[src/rtl/fml_arb2.sv]
`default_nettype none
// ============================================================================
//  Module   : fml_arb2
//  Purpose  : Two-master to one-slave FastMemoryLink arbiter. Round-robin
//             grant between master0 and master1, registered command path to
//             the slave, zero-latency done/rdata routing back to the owning
//             master, and a watchdog that aborts a slave that never answers.
//  Ports    :
//    clk, reset               clock, synchronous active-high reset
//    m0_* / m1_*              FML master ports (rd, wr, adr, wdata, msk in;
//                             done, rdata out)
//    s_rd/s_wr/s_adr/
//    s_wdata/s_msk            registered FML command to the slave
//    s_done, s_rdata          slave completion pulse and read data
//    busy                     high while a slave transaction is open
//    owner                    master currently (or last) granted
//    timeout_err              sticky watchdog abort flag
//  Revision : 1.0  initial release
// ============================================================================
module fml_arb2 #(
    parameter int ADR_W   = 22,
    parameter int DAT_W   = 128,
    parameter int MSK_W   = 16,
    parameter int TIMEOUT = 1023,
    parameter int TO_W    = 10
) (
    input  logic             clk,
    input  logic             reset,
    input  logic             m0_rd,
    input  logic             m0_wr,
    input  logic [ADR_W-1:0] m0_adr,
    input  logic [DAT_W-1:0] m0_wdata,
    input  logic [MSK_W-1:0] m0_msk,
    output logic             m0_done,
    output logic [DAT_W-1:0] m0_rdata,
    input  logic             m1_rd,
    input  logic             m1_wr,
    input  logic [ADR_W-1:0] m1_adr,
    input  logic [DAT_W-1:0] m1_wdata,
    input  logic [MSK_W-1:0] m1_msk,
    output logic             m1_done,
    output logic [DAT_W-1:0] m1_rdata,
    output logic             s_rd,
    output logic             s_wr,
    output logic [ADR_W-1:0] s_adr,
    output logic [DAT_W-1:0] s_wdata,
    output logic [MSK_W-1:0] s_msk,
    input  logic             s_done,
    input  logic [DAT_W-1:0] s_rdata,
    output logic             busy,
    output logic             owner,
    output logic             timeout_err
);

    localparam logic [0:0]      c_ST_IDLE = 1'b0;
    localparam logic [0:0]      c_ST_BUSY = 1'b1;
    localparam logic [TO_W-1:0] c_TIMEOUT = TO_W'(TIMEOUT);
    localparam logic            c_WD_EN   = (TIMEOUT != 0);

    logic [0:0]       r_state,       w_state_nxt;
    logic             r_owner,       w_owner_nxt;
    logic             r_s_rd,        w_s_rd_nxt;
    logic             r_s_wr,        w_s_wr_nxt;
    logic [ADR_W-1:0] r_s_adr,       w_s_adr_nxt;
    logic [DAT_W-1:0] r_s_wdata,     w_s_wdata_nxt;
    logic [MSK_W-1:0] r_s_msk,       w_s_msk_nxt;
    logic [TO_W-1:0]  r_wdog,        w_wdog_nxt;
    logic             r_timeout_err, w_timeout_err_nxt;

    logic w_act0;
    logic w_act1;
    logic w_gnt1;
    logic w_to_hit;
    logic w_done;

    assign w_act0 = m0_rd | m0_wr;
    assign w_act1 = m1_rd | m1_wr;

    // Master1 wins when it is alone, or when both ask and master0 had the
    // last grant. Reset leaves owner=1 so master0 wins the first contest.
    assign w_gnt1 = w_act1 & (~w_act0 | ~r_owner);

    // Watchdog only fires when the slave is silent in the expiry cycle; a
    // late s_done in that same cycle is taken as a normal completion.
    assign w_to_hit = c_WD_EN & (r_state == c_ST_BUSY) & ~s_done
                    & (r_wdog == c_TIMEOUT);

    // Done is combinational so completion reaches the master with zero
    // latency; it is suppressed under reset so an aborted transaction never
    // reports completion.
    assign w_done = (r_state == c_ST_BUSY) & (s_done | w_to_hit) & ~reset;

    always_comb begin
        w_state_nxt       = r_state;
        w_owner_nxt       = r_owner;
        w_s_rd_nxt        = r_s_rd;
        w_s_wr_nxt        = r_s_wr;
        w_s_adr_nxt       = r_s_adr;
        w_s_wdata_nxt     = r_s_wdata;
        w_s_msk_nxt       = r_s_msk;
        w_wdog_nxt        = r_wdog;
        w_timeout_err_nxt = r_timeout_err;
        case (r_state)
            c_ST_IDLE: begin
                if (w_act0 | w_act1) begin
                    w_state_nxt   = c_ST_BUSY;
                    w_owner_nxt   = w_gnt1;
                    // rd wins over a simultaneous wr
                    w_s_rd_nxt    = w_gnt1 ? m1_rd : m0_rd;
                    w_s_wr_nxt    = w_gnt1 ? (m1_wr & ~m1_rd) : (m0_wr & ~m0_rd);
                    w_s_adr_nxt   = w_gnt1 ? m1_adr   : m0_adr;
                    w_s_wdata_nxt = w_gnt1 ? m1_wdata : m0_wdata;
                    w_s_msk_nxt   = w_gnt1 ? m1_msk   : m0_msk;
                    w_wdog_nxt    = '0;
                end
            end
            c_ST_BUSY: begin
                if (s_done | w_to_hit) begin
                    // Returning to IDLE guarantees a strobe-free cycle
                    // between consecutive slave transactions.
                    w_state_nxt = c_ST_IDLE;
                    w_s_rd_nxt  = 1'b0;
                    w_s_wr_nxt  = 1'b0;
                    if (w_to_hit) begin
                        w_timeout_err_nxt = 1'b1;
                    end
                end else begin
                    w_wdog_nxt = r_wdog + TO_W'(1);
                end
            end
            default: begin
                w_state_nxt = c_ST_IDLE;
            end
        endcase
    end

    always_ff @(posedge clk) begin
        if (reset) begin
            r_state       <= c_ST_IDLE;
            r_owner       <= 1'b1;
            r_s_rd        <= 1'b0;
            r_s_wr        <= 1'b0;
            r_s_adr       <= '0;
            r_s_wdata     <= '0;
            r_s_msk       <= '0;
            r_wdog        <= '0;
            r_timeout_err <= 1'b0;
        end else begin
            r_state       <= w_state_nxt;
            r_owner       <= w_owner_nxt;
            r_s_rd        <= w_s_rd_nxt;
            r_s_wr        <= w_s_wr_nxt;
            r_s_adr       <= w_s_adr_nxt;
            r_s_wdata     <= w_s_wdata_nxt;
            r_s_msk       <= w_s_msk_nxt;
            r_wdog        <= w_wdog_nxt;
            r_timeout_err <= w_timeout_err_nxt;
        end
    end

    assign m0_done     = w_done & ~r_owner;
    assign m1_done     = w_done &  r_owner;
    assign m0_rdata    = s_rdata;
    assign m1_rdata    = s_rdata;
    assign s_rd        = r_s_rd;
    assign s_wr        = r_s_wr;
    assign s_adr       = r_s_adr;
    assign s_wdata     = r_s_wdata;
    assign s_msk       = r_s_msk;
    assign busy        = (r_state == c_ST_BUSY);
    assign owner       = r_owner;
    assign timeout_err = r_timeout_err;

endmodule
`default_nettype wire

[config.mk]
export PLATFORM = sky130hd
export DESIGN_NAME = fml_arb2
export DESIGN_NICKNAME = d
export VERILOG_FILES = /design/src/rtl/fml_arb2.sv
export SDC_FILE = /design/constraint.sdc
export NUM_CORES = 1
export LEC_CHECK = 0
export CAP_MARGIN = 20
export CORE_AREA = 2 2 345 347
export CTS_CLUSTER_DIAMETER = 30
export DETAILED_ROUTE_END_ITERATION = 8
export DIE_AREA = 0 0 347 349
export MAX_ROUTING_LAYER = met4
export PLACE_DENSITY = 0.4
export SETUP_SLACK_MARGIN = 0.15
export SLEW_MARGIN = 5
export SYNTH_ARGS = -nofsm -noshare
export SYNTH_HDL_FRONTEND = slang
export SYNTH_SLANG_ARGS = --single-unit
[constraint.sdc]
create_clock -name clk -period 1.55 [get_ports clk]
set_input_delay 0.31 -clock clk [delete_from_list [all_inputs] [get_ports clk]]
set_output_delay 0.31 -clock clk [all_outputs]
set_load 0.03 [all_outputs]
==> results.sh <==
export IMPL_status="finished with violations"
export IMPL_failed_checks="setup timing"
export IMPL_seq_area_frac_synth_pct=33.9
export IMPL_ant_nets=0
export IMPL_worst_slack_ns=-0.511
export IMPL_path_max_fanout=2
export IMPL_path_cells="nand4_1 -> nor3_4 -> o21ai_4 -> nor3b_4 -> buf_6"
export IMPL_vias=9586
export IMPL_layout_drive_gt1_share_pct=52.6
export IMPL_fmax_mhz=485
export IMPL_async_flop_share_pct=0
export IMPL_drtPass1Iterations=4
export IMPL_finalWirelength_um=52900
export IMPL_r2r_end="s_wdata[10]"
export IMPL_yosysUniqueCellTypes=44
export IMPL_grt_pass1_wl_um=70000
export IMPL_syn_area_sq_um=10700
export IMPL_crit_buf_inv=1
export IMPL_slew_headroom_pct=68.7
export IMPL_clockBufferDepth=2
export IMPL_core_area_sq_um=117000
export IMPL_r2r_slack_ns=-0.17
export IMPL_root_buffer="clkbuf_16"
export IMPL_io_buffers=511
export IMPL_die_area_sq_um=121000
export IMPL_synth_edf_count=0
export IMPL_rsz0062_at_grt="yes"
export IMPL_overflow=0
export IMPL_numCtsBuffers=17
export IMPL_reg2reg_from="busy"
export IMPL_postLayoutCoreUtil_pct=17.6
export IMPL_wire_per_inst_um=17.3
export IMPL_fin_crit_sh_pct=133
export IMPL_clkLatencyLatePin_ns=0.50
export IMPL_worst_setup_path_start_kind="flip-flop"
export IMPL_clkSinkCount=181
export IMPL_gp_congestion=0.826
export IMPL_post_dp_cell_area_sq_um=16400
export IMPL_dieWidth_um=347
export IMPL_boundaryPins=896
export IMPL_endpoint_kind="output pin"
export IMPL_worstPathArrival_ns=1.75
export IMPL_viasPerCell=3.14
export IMPL_critPathMaxStageDelay_ns=0.33
export IMPL_cp_required_ns=1.24
export IMPL_area_delta_synth_final_pct=93.5
export IMPL_place_hpwl_um=35900
export IMPL_powerDensity_nw_per_um2=867
export IMPL_cp_slowest_cell="dfxtp_2"
export IMPL_grt_pass1_vias=9780
export IMPL_hold_start="reset"
export IMPL_synthCells=1092
export IMPL_htree_levels=4
export IMPL_rows=126
export IMPL_initial_utilization_pct=9.11
export IMPL_globalRouteTotalUtil_pct=8.38
export IMPL_holdPathStages=3
export IMPL_layout_min_cycle_time_ns=2.06
export IMPL_slew_viol_final=0
export IMPL_irDropWorstVdd_uv=856
export IMPL_hold_end="s_wdata[53]"
export IMPL_synth_seq_cells=181
export IMPL_clk_pin_slew_worst_paths_ns=0.09
export IMPL_final_cell_mix="clkdlybuf4s50_1, a211oi_2, buf_4, dfxtp_1, nor2_1"
export IMPL_critPathKind="flip-flop to output pin"
export IMPL_die_y_um=349
export IMPL_hp_class="primary input to flip-flop"
export IMPL_tightest_slew_ns=0.469
export IMPL_syn_avg_cell_area_sq_um=9.80
export IMPL_maxCapViolCount=0
export IMPL_synth_nets=1560
export IMPL_setup_viol=161
export IMPL_grt_antenna_before_repair=2
export IMPL_critPathTopFamily="simple AND/OR/NAND/NOR gates"
export IMPL_drc_errors=0
export IMPL_synth_warnings=0
export IMPL_initialDrtViolationCount=228
export IMPL_fin_setup_tns_ns=-10.97
export IMPL_grt_max_degree=53
export IMPL_final_cell_area_sq_um=20700
export IMPL_layout_nets=1976
export IMPL_cts_tree="yes"
export IMPL_final_hold_violation_count=0
export IMPL_yosys_most_used_dff="dfxtp_1"
export IMPL_power_leakage_nw=7.69
export IMPL_layout_commonest_cell="clkdlybuf4s50_1"
export IMPL_r2r_cells=10
export IMPL_skew_ns=0.00984
[repair_timing]
| action | 4_1_cts | 5_1_grt |
|---|---|---|
| setup buffers | 50 | 36 |
| setup endpoints to repair | 351 | 230 |
| hold buffers | 1 | 0 |
| pin swaps | 46 | 71 |
| gates resized for setup | 1101 | 332 |
| gates cloned | 28 | 19 |
| endpoints found under the hold margin | 3 | 0 |
[area by class of cell]
cell class              instances  area [sq um]
diodes                          1          2.50
clock buffers                  17           425
clock inverters                14           146
fillers                     12900         96700
inverters                       2          7.51
multi-input cells             576          5870
flip-flops and latches        181          3730
well taps                    1536          1920
repair buffers                730          8610
[report_power, final]
group	internal, mW	total (mW)	switching, mW
Combinational	4.20	7.73	3.53
Clock	2.26	4.66	2.40
Sequential	5.16	5.56	0.400
[cell families (layout without fill, tap and decap cells)]
family,after synthesis,count (layout),share of synthesized area [%]
AOI/OAI and AO/OA,192,192,18.9
other,0,1,0
DFF,181,181,33.9
and+or+nand+nor,214,214,8.33
adders and majority gates,1,1,0.117
xor gates and xnor gates,2,2,0.164
buffers and inverters,335,763,23.0
muxes,167,167,15.6
[how the worst max path moves through the flow]
stage,slack [ns],cells after the start,endpoint,start
after floorplan,-0.08,5,m1_done,r_wdog[1]
after CTS,-0.60,5,m1_done,r_wdog[5]
after global placement,-0.86,7,s_wdata[78],m0_wr
final,-0.51,5,m1_done,r_wdog[8]
after detailed placement,-0.86,7,s_wdata[78],m0_wr
after global routing,-0.62,5,m1_done,r_wdog[8]
[state kept, by name (all words and copies together) (netlist names)]
signal	flops
r_wdog	10
s_msk	16
s_rd	1
busy	1
s_wdata	128
owner	1
s_adr	22
s_wr	1
timeout_err	1
[layer usage]
| layer | part of all wire (%) | global-route usage, % | vias up |
|---|---|---|---|
| met5 | 0 | - | - |
| met2 | 47 | 13.0 | 532 |
| met3 | 10 | 4.18 | 105 |
| li1 | - | - | 4438 |
| met1 | 39 | 8.76 | 4511 |
| met4 | 3.8 | 4.21 | 0 |
[stage by stage]
step	total power, mW	setup slack, ns	std cells	hold WS (ns)
detailed placement	11.1	-0.862	2891	0.468
floorplan	9.59	-0.0817	1092	0.458
global route	18.9	-0.621	3057	0.212
CTS	17.2	-0.605	3001	0.188
global placement	11.1	-0.858	2891	0.471
finish	18.0	-0.511	3057	0.247
[worst reg2reg max path: stages (launching register included)]
cell and delay, ns:
dfxtp_4 0.37, buf_6 0.11, a21oi_4 0.04, buf_12 0.13, buf_12 0.13, buf_12 0.14, buf_16 0.13, buf_12 0.14
buf_8 0.13, buf_16 0.14, a211oi_2 0.20
[Yosys cell counts, types with 2 or more instances]
| cell type | instances | area share, % |
|---|---|---|
| a211o_1 | 4 | 0.33 |
| a211oi_1 | 48 | 3.4 |
| a211oi_2 | 118 | 14 |
| a21oi_1 | 6 | 0.28 |
| a22o_1 | 2 | 0.16 |
| a31oi_1 | 4 | 0.23 |
| and2_1 | 2 | 0.12 |
| and3_1 | 6 | 0.35 |
| buf_12 | 11 | 2.1 |
| buf_2 | 19 | 0.89 |
| buf_4 | 261 | 18 |
| buf_6 | 2 | 0.21 |
| clkbuf_1 | 38 | 1.3 |
| dfxtp_1 | 181 | 34 |
| inv_1 | 2 | 0.070 |
| mux2i_1 | 166 | 16 |
| nand2_1 | 5 | 0.18 |
| nand2b_1 | 4 | 0.23 |
| nand3_1 | 6 | 0.28 |
| nand3b_1 | 2 | 0.14 |
| nand4_1 | 3 | 0.18 |
| nor2_1 | 172 | 6.0 |
| nor3_1 | 6 | 0.28 |
| nor3b_1 | 2 | 0.14 |
| o21ai_0 | 2 | 0.094 |
| xnor2_1 | 2 | 0.16 |
Power figures use the tool's default switching activity.
